--- config.mk ---
export PLATFORM = sky130hd
export DESIGN_NAME = ac_scan_seq
export DESIGN_NICKNAME = d
export VERILOG_FILES = /design/src/rtl/ac_scan_seq.sv
export SDC_FILE = /design/constraint.sdc
export NUM_CORES = 1
export LEC_CHECK = 0
export BUFFER_PORTS_ARGS = -buffer_cell sky130_fd_sc_hd__buf_4
export CAP_MARGIN = 20
export CELL_PAD_IN_SITES_DETAIL_PLACEMENT = 0
export CELL_PAD_IN_SITES_GLOBAL_PLACEMENT = 1
export CORE_ASPECT_RATIO = 1.2
export CORE_MARGIN = 4
export CORE_UTILIZATION = 38
export DETAILED_ROUTE_END_ITERATION = 6
export PLACE_DENSITY = 0.69
export SKIP_CTS_REPAIR_TIMING = 1
export SLEW_MARGIN = 20
export SYNTH_ARGS = -nofsm -noshare
export SYNTH_HDL_FRONTEND = slang
export SYNTH_SLANG_ARGS = --single-unit
--- constraint.sdc ---
create_clock -name clk -period 5.1 [get_ports clk]
set_input_delay 0.255 -clock clk [delete_from_list [all_inputs] [get_ports clk]]
set_output_delay 0.255 -clock clk [all_outputs]
set_load 0.02 [all_outputs]
--- src/rtl/ac_scan_seq.sv ---
// ac_scan_seq
//   Time-shares the single analog comparator across NCH multiplexed inputs.
//   Each enabled channel is visited in ascending order: the mux is pointed at
//   it, the comparator is held enabled for a settle period, then NSAMP samples
//   of acout are taken and majority-voted into that channel's result bit.
//   Any result bit that flips raises a sticky irq.
//
// Ports
//   clk, rst   system clock, asynchronous active-high reset
//   start      1-cycle pulse to begin a scan (ignored while busy)
//   cont       rescan automatically after each scan while set
//   chen       channel enable mask, latched at each scan start
//   settle     settle cycles per channel, sampled on entry to each channel (0 acts as 1)
//   irq_clr    clears irq unless a result change happens in the same cycle
//   acout      synchronised comparator output
//   acenable   comparator enable
//   acsel      comparator input mux select
//   busy       scan in progress
//   result     latest majority result, one bit per channel
//   done       1-cycle pulse at the end of every scan
//   irq        sticky result-change flag
module ac_scan_seq #(
  parameter int unsigned NCH      = 4,
  parameter int unsigned SETTLE_W = 8,
  parameter int unsigned NSAMP    = 3
) (
  input  logic                      clk,
  input  logic                      rst,
  input  logic                      start,
  input  logic                      cont,
  input  logic [NCH-1:0]            chen,
  input  logic [SETTLE_W-1:0]       settle,
  input  logic                      irq_clr,
  input  logic                      acout,
  output logic                      acenable,
  output logic [$clog2(NCH)-1:0]    acsel,
  output logic                      busy,
  output logic [NCH-1:0]            result,
  output logic                      done,
  output logic                      irq
);

  localparam int unsigned SW = $clog2(NCH);
  localparam int unsigned CW = $clog2(NSAMP + 1);
  localparam logic [CW-1:0] LAST = CW'(NSAMP - 1);
  localparam logic [CW-1:0] HALF = CW'(NSAMP / 2);

  typedef enum logic [1:0] {IDLE, SETTLE, SAMPLE, NEXT} state_t;

  state_t              state;
  logic [NCH-1:0]      mask_q;
  logic [SETTLE_W-1:0] setcnt;
  logic [CW-1:0]       smpcnt;
  logic [CW-1:0]       ones;

  // Lowest set bit of m at or above index lo; MSB of the return is "found".
  function automatic logic [SW:0] find_from(input logic [NCH-1:0] m,
                                            input int unsigned lo);
    logic [SW:0] r;
    r = '0;
    for (int unsigned i = 0; i < NCH; i++) begin
      if (!r[SW] && m[i] && (i >= lo)) begin
        r = {1'b1, SW'(i)};
      end
    end
    return r;
  endfunction

  logic [SW:0]         first_hit;
  logic [SW:0]         next_hit;
  logic [SETTLE_W-1:0] settle_ld;
  logic [CW-1:0]       ones_tot;
  logic                last_smp;
  logic                new_bit;
  logic                irq_set;

  always_comb begin
    first_hit = find_from(chen, 0);
    next_hit  = find_from(mask_q, 32'(acsel) + 32'd1);
    settle_ld = (settle == '0) ? SETTLE_W'(1) : settle;
    // include the sample being taken this cycle in the vote
    ones_tot  = ones + CW'(acout);
    last_smp  = (state == SAMPLE) && (smpcnt == LAST);
    new_bit   = (ones_tot > HALF);
    irq_set   = last_smp && (new_bit != result[acsel]);
  end

  always_ff @(posedge clk or posedge rst) begin
    if (rst) begin
      state    <= IDLE;
      mask_q   <= '0;
      setcnt   <= '0;
      smpcnt   <= '0;
      ones     <= '0;
      acenable <= 1'b0;
      acsel    <= '0;
      busy     <= 1'b0;
      result   <= '0;
      done     <= 1'b0;
      irq      <= 1'b0;
    end else begin
      done <= 1'b0;

      // a change event takes priority over a simultaneous clear
      if (irq_set) begin
        irq <= 1'b1;
      end else if (irq_clr) begin
        irq <= 1'b0;
      end

      case (state)
        IDLE: begin
          if (start) begin
            mask_q <= chen;
            if (!first_hit[SW]) begin
              done <= 1'b1;
            end else begin
              acsel    <= first_hit[SW-1:0];
              setcnt   <= settle_ld;
              busy     <= 1'b1;
              acenable <= 1'b1;
              state    <= SETTLE;
            end
          end
        end

        SETTLE: begin
          if (setcnt <= SETTLE_W'(1)) begin
            smpcnt <= '0;
            ones   <= '0;
            state  <= SAMPLE;
          end else begin
            setcnt <= setcnt - SETTLE_W'(1);
          end
        end

        SAMPLE: begin
          if (last_smp) begin
            result[acsel] <= new_bit;
            state         <= NEXT;
          end else begin
            smpcnt <= smpcnt + CW'(1);
            ones   <= ones_tot;
          end
        end

        NEXT: begin
          if (next_hit[SW]) begin
            acsel  <= next_hit[SW-1:0];
            setcnt <= settle_ld;
            state  <= SETTLE;
          end else begin
            done <= 1'b1;
            if (cont) begin
              mask_q <= chen;
            end
            if (cont && first_hit[SW]) begin
              acsel  <= first_hit[SW-1:0];
              setcnt <= settle_ld;
              state  <= SETTLE;
            end else begin
              busy     <= 1'b0;
              acenable <= 1'b0;
              state    <= IDLE;
            end
          end
        end

        default: state <= IDLE;
      endcase
    end
  end

endmodule
Yosys cells after proc, flatten, opt, wreduce, memory -nomap -nowiden --
Index checks and enable logic that the tools add are counted.
Operators by class: order comparisons 8, muxes and demuxes 52, eq/ne operators 15, reduce and logical (&&, ||, !) cells 33, $add $sub $neg 4
Operators with widths (number):
- 8-bit two-way mux | 6
- 3-bit two-way mux | 8
- 8-bit one-hot mux with 3 select lines | 1
- 2-bit two-way mux | 11
- 2-bit inequality test, second input constant | 9
- 1-bit logical AND | 14
- 1-bit two-way mux | 13
- 4-bit two-way mux | 3
- 2-bit one-hot mux with 2 select lines | 3
- 4-bit AND reduction | 3
- 5-bit AND reduction | 2
- 8-bit by 1-bit less-or-equal comparator with 1-bit output, second input constant | 1
- 8-bit zero test | 1
- 2-bit one-hot mux with 4 select lines | 1
- 4-bit one-hot mux with 2 select lines | 1
- 8-bit by 1-bit subtractor with 8-bit output, second input constant | 1
- 2-bit equality test, second input constant | 3
- 1-bit by 3-bit greater-or-equal comparator with 1-bit output, first input constant | 2
- 2-bit by 3-bit greater-or-equal comparator with 1-bit output, first input constant | 2
- 1-bit zero test | 6
- 2-bit nonzero test | 3
- 4-bit bitwise mux | 1
- 1-bit one-hot mux with 2 select lines | 2
- 2-bit by 1-bit adder with 3-bit output, second input constant | 1
- 14 further kinds | 14
Word-level totals: flip-flop bits (word level) 27, output and inout port bits 10, word-level logic and storage cells 122, bits of input ports 18

Logic depth before layout (Yosys ltp) --
Gate-level depths: netlist of the first run.
word-level depth 18, gate-level depth with buffers 8, depth with buffers taken out 7

Least setup slack after synthesis of the first run --
OpenSTA, ideal clock, no wires.
kind flip-flop to flip-flop, start register setcnt[0], end register ones[1], required time 4.979 ns, path buffers 0, arrival time 1.673 ns, stages on the path, launching flop included 8, slack 3.306 ns, library setup time 0.121 ns, clock period less this slack 1.794 ns, path through dfrtp_1 inv_1 ha_1 or2_2 a31oi_2 or3_1 o21ai_0 a22o_1
On the way: word-level cells in the longest chain between the ends 3
Ends and longest elaborated chain:
- start, declared | RTL line 52 | logic [SETTLE_W-1:0] setcnt;
- start signal, assigned | RTL line 119 | setcnt <= settle_ld;
- start signal, assigned | RTL line 133 | setcnt <= setcnt - SETTLE_W'(1);
- start signal, assigned | RTL line 150 | setcnt <= settle_ld;
- 8-bit by 1-bit less-or-equal comparator with 1-bit output | RTL line 128 | if (setcnt <= SETTLE_W'(1)) begin
- 2-bit inequality test (no source line)
- 3-bit AND reduction (no source line)
- end signal, assigned | RTL line 143 | ones <= ones_tot;
- end, declared | RTL line 54 | logic [CW-1:0] ones;
No other way between the ends. A chain may end at the register's enable or synchronous reset.

Worst setup path after layout of the first run --
start register state[1], end register ones[1]
On the way: word-level cells in the longest chain between the ends 4, elaborated cells on any way between the ends 8, those cells by class 4 x eq/ne; 1 x mux; 3 x reduce/logical
Ends and longest elaborated chain:
- start, declared | RTL line 50 | state_t state;
- start signal, assigned | RTL line 90 | state <= IDLE;
- start signal, assigned | RTL line 122 | state <= SETTLE;
- start signal, assigned | RTL line 131 | state <= SAMPLE;
- 2-bit equality test | RTL line 83, 111
- 1-bit logical AND | RTL line 83 | last_smp = (state == SAMPLE) && (smpcnt == LAST);
- 2-bit inequality test (no source line)
- 3-bit AND reduction (no source line)
Several ways; a longest one is shown, not always the timed one.

==> results of run 1 <==
path summary, 6_finish.rpt:
kind                       cells past startpoint  slack (ns)      from        end
setup / recovery                               7        2.92  state[1]    ones[1]
hold / removal                                 2        0.04       rst   acsel[0]
max in group asynchronous                      2        4.68       rst  smpcnt[0]
setup reg to reg                               7        2.92  state[1]    ones[1]
hold reg to reg                                2        0.54       irq        irq
min in group clk                               2        0.16   irq_clr        irq
synthesized netlist by cell type, types with 2 or more instances:
master,number
a31oi_1,4
mux2_2,8
nor3_1,7
nand4_1,3
o21ai_0,14
nor3_2,2
a21oi_1,12
clkbuf_1,5
dfrtp_1,26
o32a_1,2
nand2_1,18
a32oi_1,2
mux2i_1,2
or3_1,3
o22ai_1,3
nor3b_1,2
inv_1,13
ha_1,8
o31ai_1,2
a211oi_1,2
nor4_1,2
nor2_1,14
a22o_1,6
nor2b_1,3
or2_2,2
worst register-to-register path, cell delays in order (launching register included):
cell	delay [ns]
dfrtp_1	0.42
inv_1	0.11
ha_1	0.55
inv_1	0.18
a31oi_2	0.40
or3_1	0.16
o21ai_0	0.07
a22o_1	0.18
through the flow:
stage / power, W / hold slack, ns
after floorplan: 0.000953 / 0.295
after global placement: 0.00112 / 0.445
after detailed placement: 0.00114 / 0.448
after CTS: 0.00132 / 0.149
after global routing: 0.00143 / 0.0806
final: 0.00131 / 0.0389
kinds of logic after synthesis:
kind of cell	after synthesis
AND/OR/NAND/NOR	62
AO/OA/AOI/OAI	56
flip-flops	26
buffers and inverters	21
multiplexers	11
adder cells (fa/ha/maj)	8
XOR/XNOR	2
flip-flops by register name (all words and copies together), names as in the netlist:
name	flops
acsel	2
busy	1
done	1
irq	1
mask_q	3
ones	2
result	4
setcnt	8
smpcnt	2
state	2
power by group through the flow:
stage               clock, W  sequential [W]  combinational [W]
floorplan                  0        0.000390           0.000563
global placement           0        0.000393           0.000724
detailed placement         0        0.000398           0.000741
CTS                 0.000179        0.000394           0.000744
global route        0.000187        0.000410           0.000833
finish              0.000173        0.000396           0.000741
cell type report:
class                           instances  share of cell area [%]
Multi-Input combinational cell        139                    48.1
Sequential cell                        26                    32.3
Timing Repair Buffer                   27                    10.1
Tap cell                               56                    3.48
Inverter                               13                    2.43
Clock buffer                            3                    2.05
Clock inverter                          1                    1.49
metal layers:
layer / track usage [%] / vias to the layer above / part of all wire, %
met4: 5.27 / 0 / 0.99
met5: 0 / - / 0
met2: 29.2 / 46 / 54
li1: - / 725 / -
met1: 17.6 / 725 / 40
met3: 3.06 / 4 / 5.1
==> out/qor.yml, run 1 <==
status: "complete, no violations"
finalClockSkew_ns: 0.00130
synth_top_family_by_area: "compound AO/OA/AOI/OAI gates"
num_rows: 26
max_stage_delay_ns: 0.55
synth_edf_count: 0
syn_to_final_growth_pct: 17.6
peakVddDrop_mv: 0.278
worst-path-buf-inv: 2
hold_class: "input port to async pin"
gr-total-overflow: 0
grt_pass1_wl_mm: 7.20
criticalPathCategory: "flop to flop"
grt_max_degree: 27
synthSimpleGateAreaFrac_pct: 18.8
setup_ws_ns: 2.92
power_frac_comb_pct: 56.6
grt_usage_pct: 15.5
leakagePower_nw: 0.891
rsz0062_at_grt: "no"
viasPerCell: 5.66
dp_hpwl_mm: 3.09
first_pass_iters: 4
fin_tns_setup_ns: 0
syn_nets: 212
dp.cells: 261
crit_chain: "inv_1, ha_1, inv_1, a31oi_2, or3_1, o21ai_0, a22o_1"
maxSlewViolCount: 0
place_area_mm2: 0.00194
vias: 1500
setup_viol: 0
internal_power_w: 0.000715
yosysSeqAreaShare_pct: 38.0
p_sw_share_pct: 45.4
crit_fanout: 17
max_cap_violations: 0
final_cells: 265
max_freq_ghz: 0.459
clock_power_share_pct: 13.2
mostFrequentLayoutCell: "buf_4"
antenna_left: 0
worst_slew_pin_slew_ns: 0.607
yosys.cell_types.count: 46
synth-compound-area-share_pct: 23.2
routed_wl_mm: 4.05
sequentialPowerShare_pct: 30.2
synth_area_mm2: 0.00171
synth_cells: 186
maxSlewHeadroom_pct: 58.5
synth.area.top_cells: "dfrtp_1 38%, ha_1 5.9%, mux2_2 5.3%, o21ai_0 4.1%, nand2_1 4.0%"
cts_sinks: 26
ys.flop_type: "dfrtp_1"
yosys.area.top_type: "dfrtp_1"
path_common_cell: "inv_1"
finalCriticalPeriod_ns: 2.18
finalHoldViolations: 0
critical_path.startpoint_type: "flop"
critical_path_required_ns: 5.27
drc_errors: 0
n_antenna_cell: 0
layout_common_cells: "27 x buf_4, 26 x dfrtp_1, 18 x nand2_1"
crit_path_end_kind: "flop"
syn-mean-instance-area_um2: 9.20
cp.arrival_ns: 2.34
cts_tree: "done"
post-route-period-util_pct: 42.7
synth_top_area_share_pct: 38.0
synth-xor-area-share_pct: 1.02
synthAdderAreaFrac_pct: 5.85
layout-drive-gt1-share_pct: 25.8
start_util_pct: 39.8
nFillCells: 452
yosys_register_bits: 26
regArea_um2: 651
drt_iter0_drc: 88
cts_inserted_buffers: 3
critPathTopFamily: "compound AO/OA/AOI/OAI gates"
dieArea_mm2: 0.00564
power_density_mw_per_mm2: 651
multi_input_area_um2: 968
core_mm2: 0.00429
async_flop_share_pct: 100
clk_pin_slew_worst_paths_ns: 0.09
fp.dieH_um: 81.5
yosysWarnings: 0
place.gp.congestion: 0.832
post-route-util_pct: 46.9
die_w_um: 69.2
wl_per_cell_um: 15.3
cts_root_buffer: "clkbuf_8"
ios: 28
layout.nets: 236
cts.path.max_buffers: 2
crit_slowest_cell: "ha_1"
grt_pass1_vias: 1571
port_buffers: 27
antenna_found_initial: 0
final_area_mm2: 0.00201
p_switching_w: 0.000595
synthMuxAreaShare_pct: 7.75
htree_levels: 1
dp_slack_ns: 2.96
clock_latency_ns: 0.27
Note: power is estimated with default switching activity, not from simulation.
==> run 2: changes to the inputs <==
- ABC_AREA: not set -> 1
- CORE_UTILIZATION: 38 -> 36
- PLACE_DENSITY: 0.69 -> 0.72
- clock period: 5.1 -> 1.85 ns (I/O delays scaled with it)
==> run 2 against run 1 <==
Critical endpoint is now setcnt[7]. Final cell count increased by 28%. Utilization decreased by 1.8 points. Design area increased by 3.6%. Largest power group unchanged. Synthesized area increased by 1.4%. Critical path depth increased by 4. Sequential share of layout area decreased by 1.1 points. Via count increased by 7.9%. Worst setup slack got worse by 2.8 ns. Highest routed layer unchanged. Critical path type unchanged. Power increased to 2.8 times the previous value.
==> out/qor.yml, run 2 <==
status: "complete, no violations"
setup_ws_ns: 0.124
crit_path_end_kind: "flop"
layout-drive-gt1-share_pct: 20.9
die_w_um: 71.4
worst_slew_pin_slew_ns: 0.426
cts_tree: "done"
power_frac_comb_pct: 62.1
finalClockSkew_ns: 0.00509
dieArea_mm2: 0.00600
max_cap_violations: 0
synth_edf_count: 0
max_freq_ghz: 0.579
critical_path.startpoint_type: "flop"
dp_hpwl_mm: 3.25
maxSlewHeadroom_pct: 71.6
cts.path.max_buffers: 2
wl_per_cell_um: 11.7
largest_register_ffs: 8
yosysMostFrequentCell: "nand2_1"
ys_top_cells_by_count: "91 x nand2_1, 26 x dfrtp_1, 24 x inv_1"
yosys_register_bits: 26
routed_wl_mm: 3.98
post-route-period-util_pct: 93.3
drc_errors: 0
mostFrequentLayoutCell: "nand2_1"
top_regs: "setcnt: 8 flops, result: 4 flops, mask_q: 3 flops"
yosysWarnings: 0
finalCriticalPeriod_ns: 1.73
maxSlewViolCount: 0
p_switching_w: 0.00186
finalPower_w: 0.00372
layout_common_cells: "91 x nand2_1, 32 x buf_4, 26 x dfrtp_1"
setup_viol: 0
core_mm2: 0.00463
grt_max_degree: 27
synth_top_area_share_pct: 37.5
crit_fanout: 8
antenna_found_initial: 0
syn_to_final_growth_pct: 20.2
syn-mean-instance-area_um2: 6.96
gr-total-overflow: 0
place.gp.congestion: 0.818
cts_root_buffer: "clkbuf_8"
peakVddDrop_mv: 0.612
dp_slack_ns: 0.112
synth.area.top_cells: "dfrtp_1 38%, nand2_1 20%, ha_1 5.8%, nand3_1 5.8%, inv_1 5.2%"
critical_path_required_ns: 2.01
async_flop_share_pct: 100
yosysSeqAreaShare_pct: 37.5
synth_area_mm2: 0.00173
criticalPathCategory: "flop to flop"
num_rows: 27
post-route-util_pct: 45.0
first_pass_iters: 4
clock_power_share_pct: 8.6
ys.flop_type: "dfrtp_1"
finalHoldViolations: 0
grt_pass1_vias: 1639
clock_latency_ns: 0.27
grt_usage_pct: 14.5
hold_class: "input port to flop"
fin_tns_setup_ns: 0
viasPerCell: 4.76
yosys.area.top_type: "dfrtp_1"
cts_inserted_buffers: 3
p_sw_share_pct: 50.0
drt_iter0_drc: 63
yosys.cell_types.count: 28
synth_cells: 249
sequentialPowerShare_pct: 29.2
antenna_left: 0
clk_pin_slew_worst_paths_ns: 0.09
largest_register: "setcnt"
cts_sinks: 26
port_buffers: 27
r2r.worst_path.cells: 11
layout.nets: 310
power_density_mw_per_mm2: 1780
leakagePower_nw: 1.11
syn_nets: 275
whs_ns: 0.0748
fp.dieH_um: 84.0
n_antenna_cell: 0
internal_power_w: 0.00186
grt_pass1_wl_mm: 7.07
vias: 1619
htree_levels: 1
ios: 28
hold_depth: 4
cp.arrival_ns: 1.89
start_util_pct: 37.5
==> run 2: cell types whose count changed in the layout (fill, tap and decap cells not counted), sizes merged, moves of 4 or more <==
cell and delta:
buf +5, nand2 +81, a22o -6, inv +15, mux2 -8, nor3 -8, a21oi -7, nand3 +23
nor2b -4, nor2 +8, o21ai +4
==> run 2: power groups by stage <==
stage                     clock, W  sequential (W)  combinational (W)
final                     0.000322         0.00109            0.00231
after global routing      0.000365         0.00114            0.00268
after CTS                 0.000340         0.00109            0.00235
after detailed placement         0         0.00110            0.00234
after global placement           0         0.00110            0.00234
after floorplan                  0         0.00115            0.00159
==> run 2: metrics by stage <==
step | area (um2) | cells
floorplan | 1730 | 249
global placement | 2030 | 336
detailed placement | 2030 | 336
CTS | 2070 | 339
global route | 2080 | 340
finish | 2080 | 340
==> run 2: final cells by class <==
class	count	area [um2]
Fill cell	506	2540
Multi-Input combinational cell	191	961
Inverter	29	109
Sequential cell	26	651
Tap cell	58	72.6
Timing Repair Buffer	33	250
Clock buffer	3	41.3
==> run 2: path summary, 6_finish.rpt <==
kind	from	to	slack [ns]
setup / recovery	state[1]	setcnt[7]	0.12
hold / removal	irq_clr	irq	0.07
setup reg to reg	state[1]	setcnt[7]	0.12
hold reg to reg	smpcnt[0]	smpcnt[0]	0.48
max in group asynchronous	rst	setcnt[4]	1.15
min in group asynchronous	rst	acsel[0]	0.45
==> run 2: kinds of logic after synthesis <==
group | Yosys count | share of synthesized area, %
adders and majority gates | 8 | 5.77
AOI/OAI and AO/OA | 30 | 9.38
xor gates and xnor gates | 1 | 0.505
buffers and inverters | 32 | 7.36
DFF | 26 | 37.5
and+or+nand+nor | 152 | 39.5
==> run 2: worst max-delay path, stage by stage, from the launching register on <==
cell	delay (ns)
dfrtp_1	0.41
inv_1	0.13
ha_2	0.22
inv_2	0.04
or2_4	0.24
nand2_2	0.11
inv_2	0.07
nand3_1	0.08
nor2_2	0.04
buf_4	0.16
nand2_1	0.06
nand2_1	0.05
==> run 2: layer usage <==
metal | global-route usage [%] | part of all wire, % | vias to the layer above | routed length [um]
met5 | 0 | 0 | - | 0
met4 | 4.96 | 2.2 | 0 | 89
met3 | 1.93 | 3.3 | 8 | 131
met2 | 26.3 | 52 | 29 | 2060
met1 | 17.2 | 43 | 724 | 1690
li1 | - | - | 858 | -
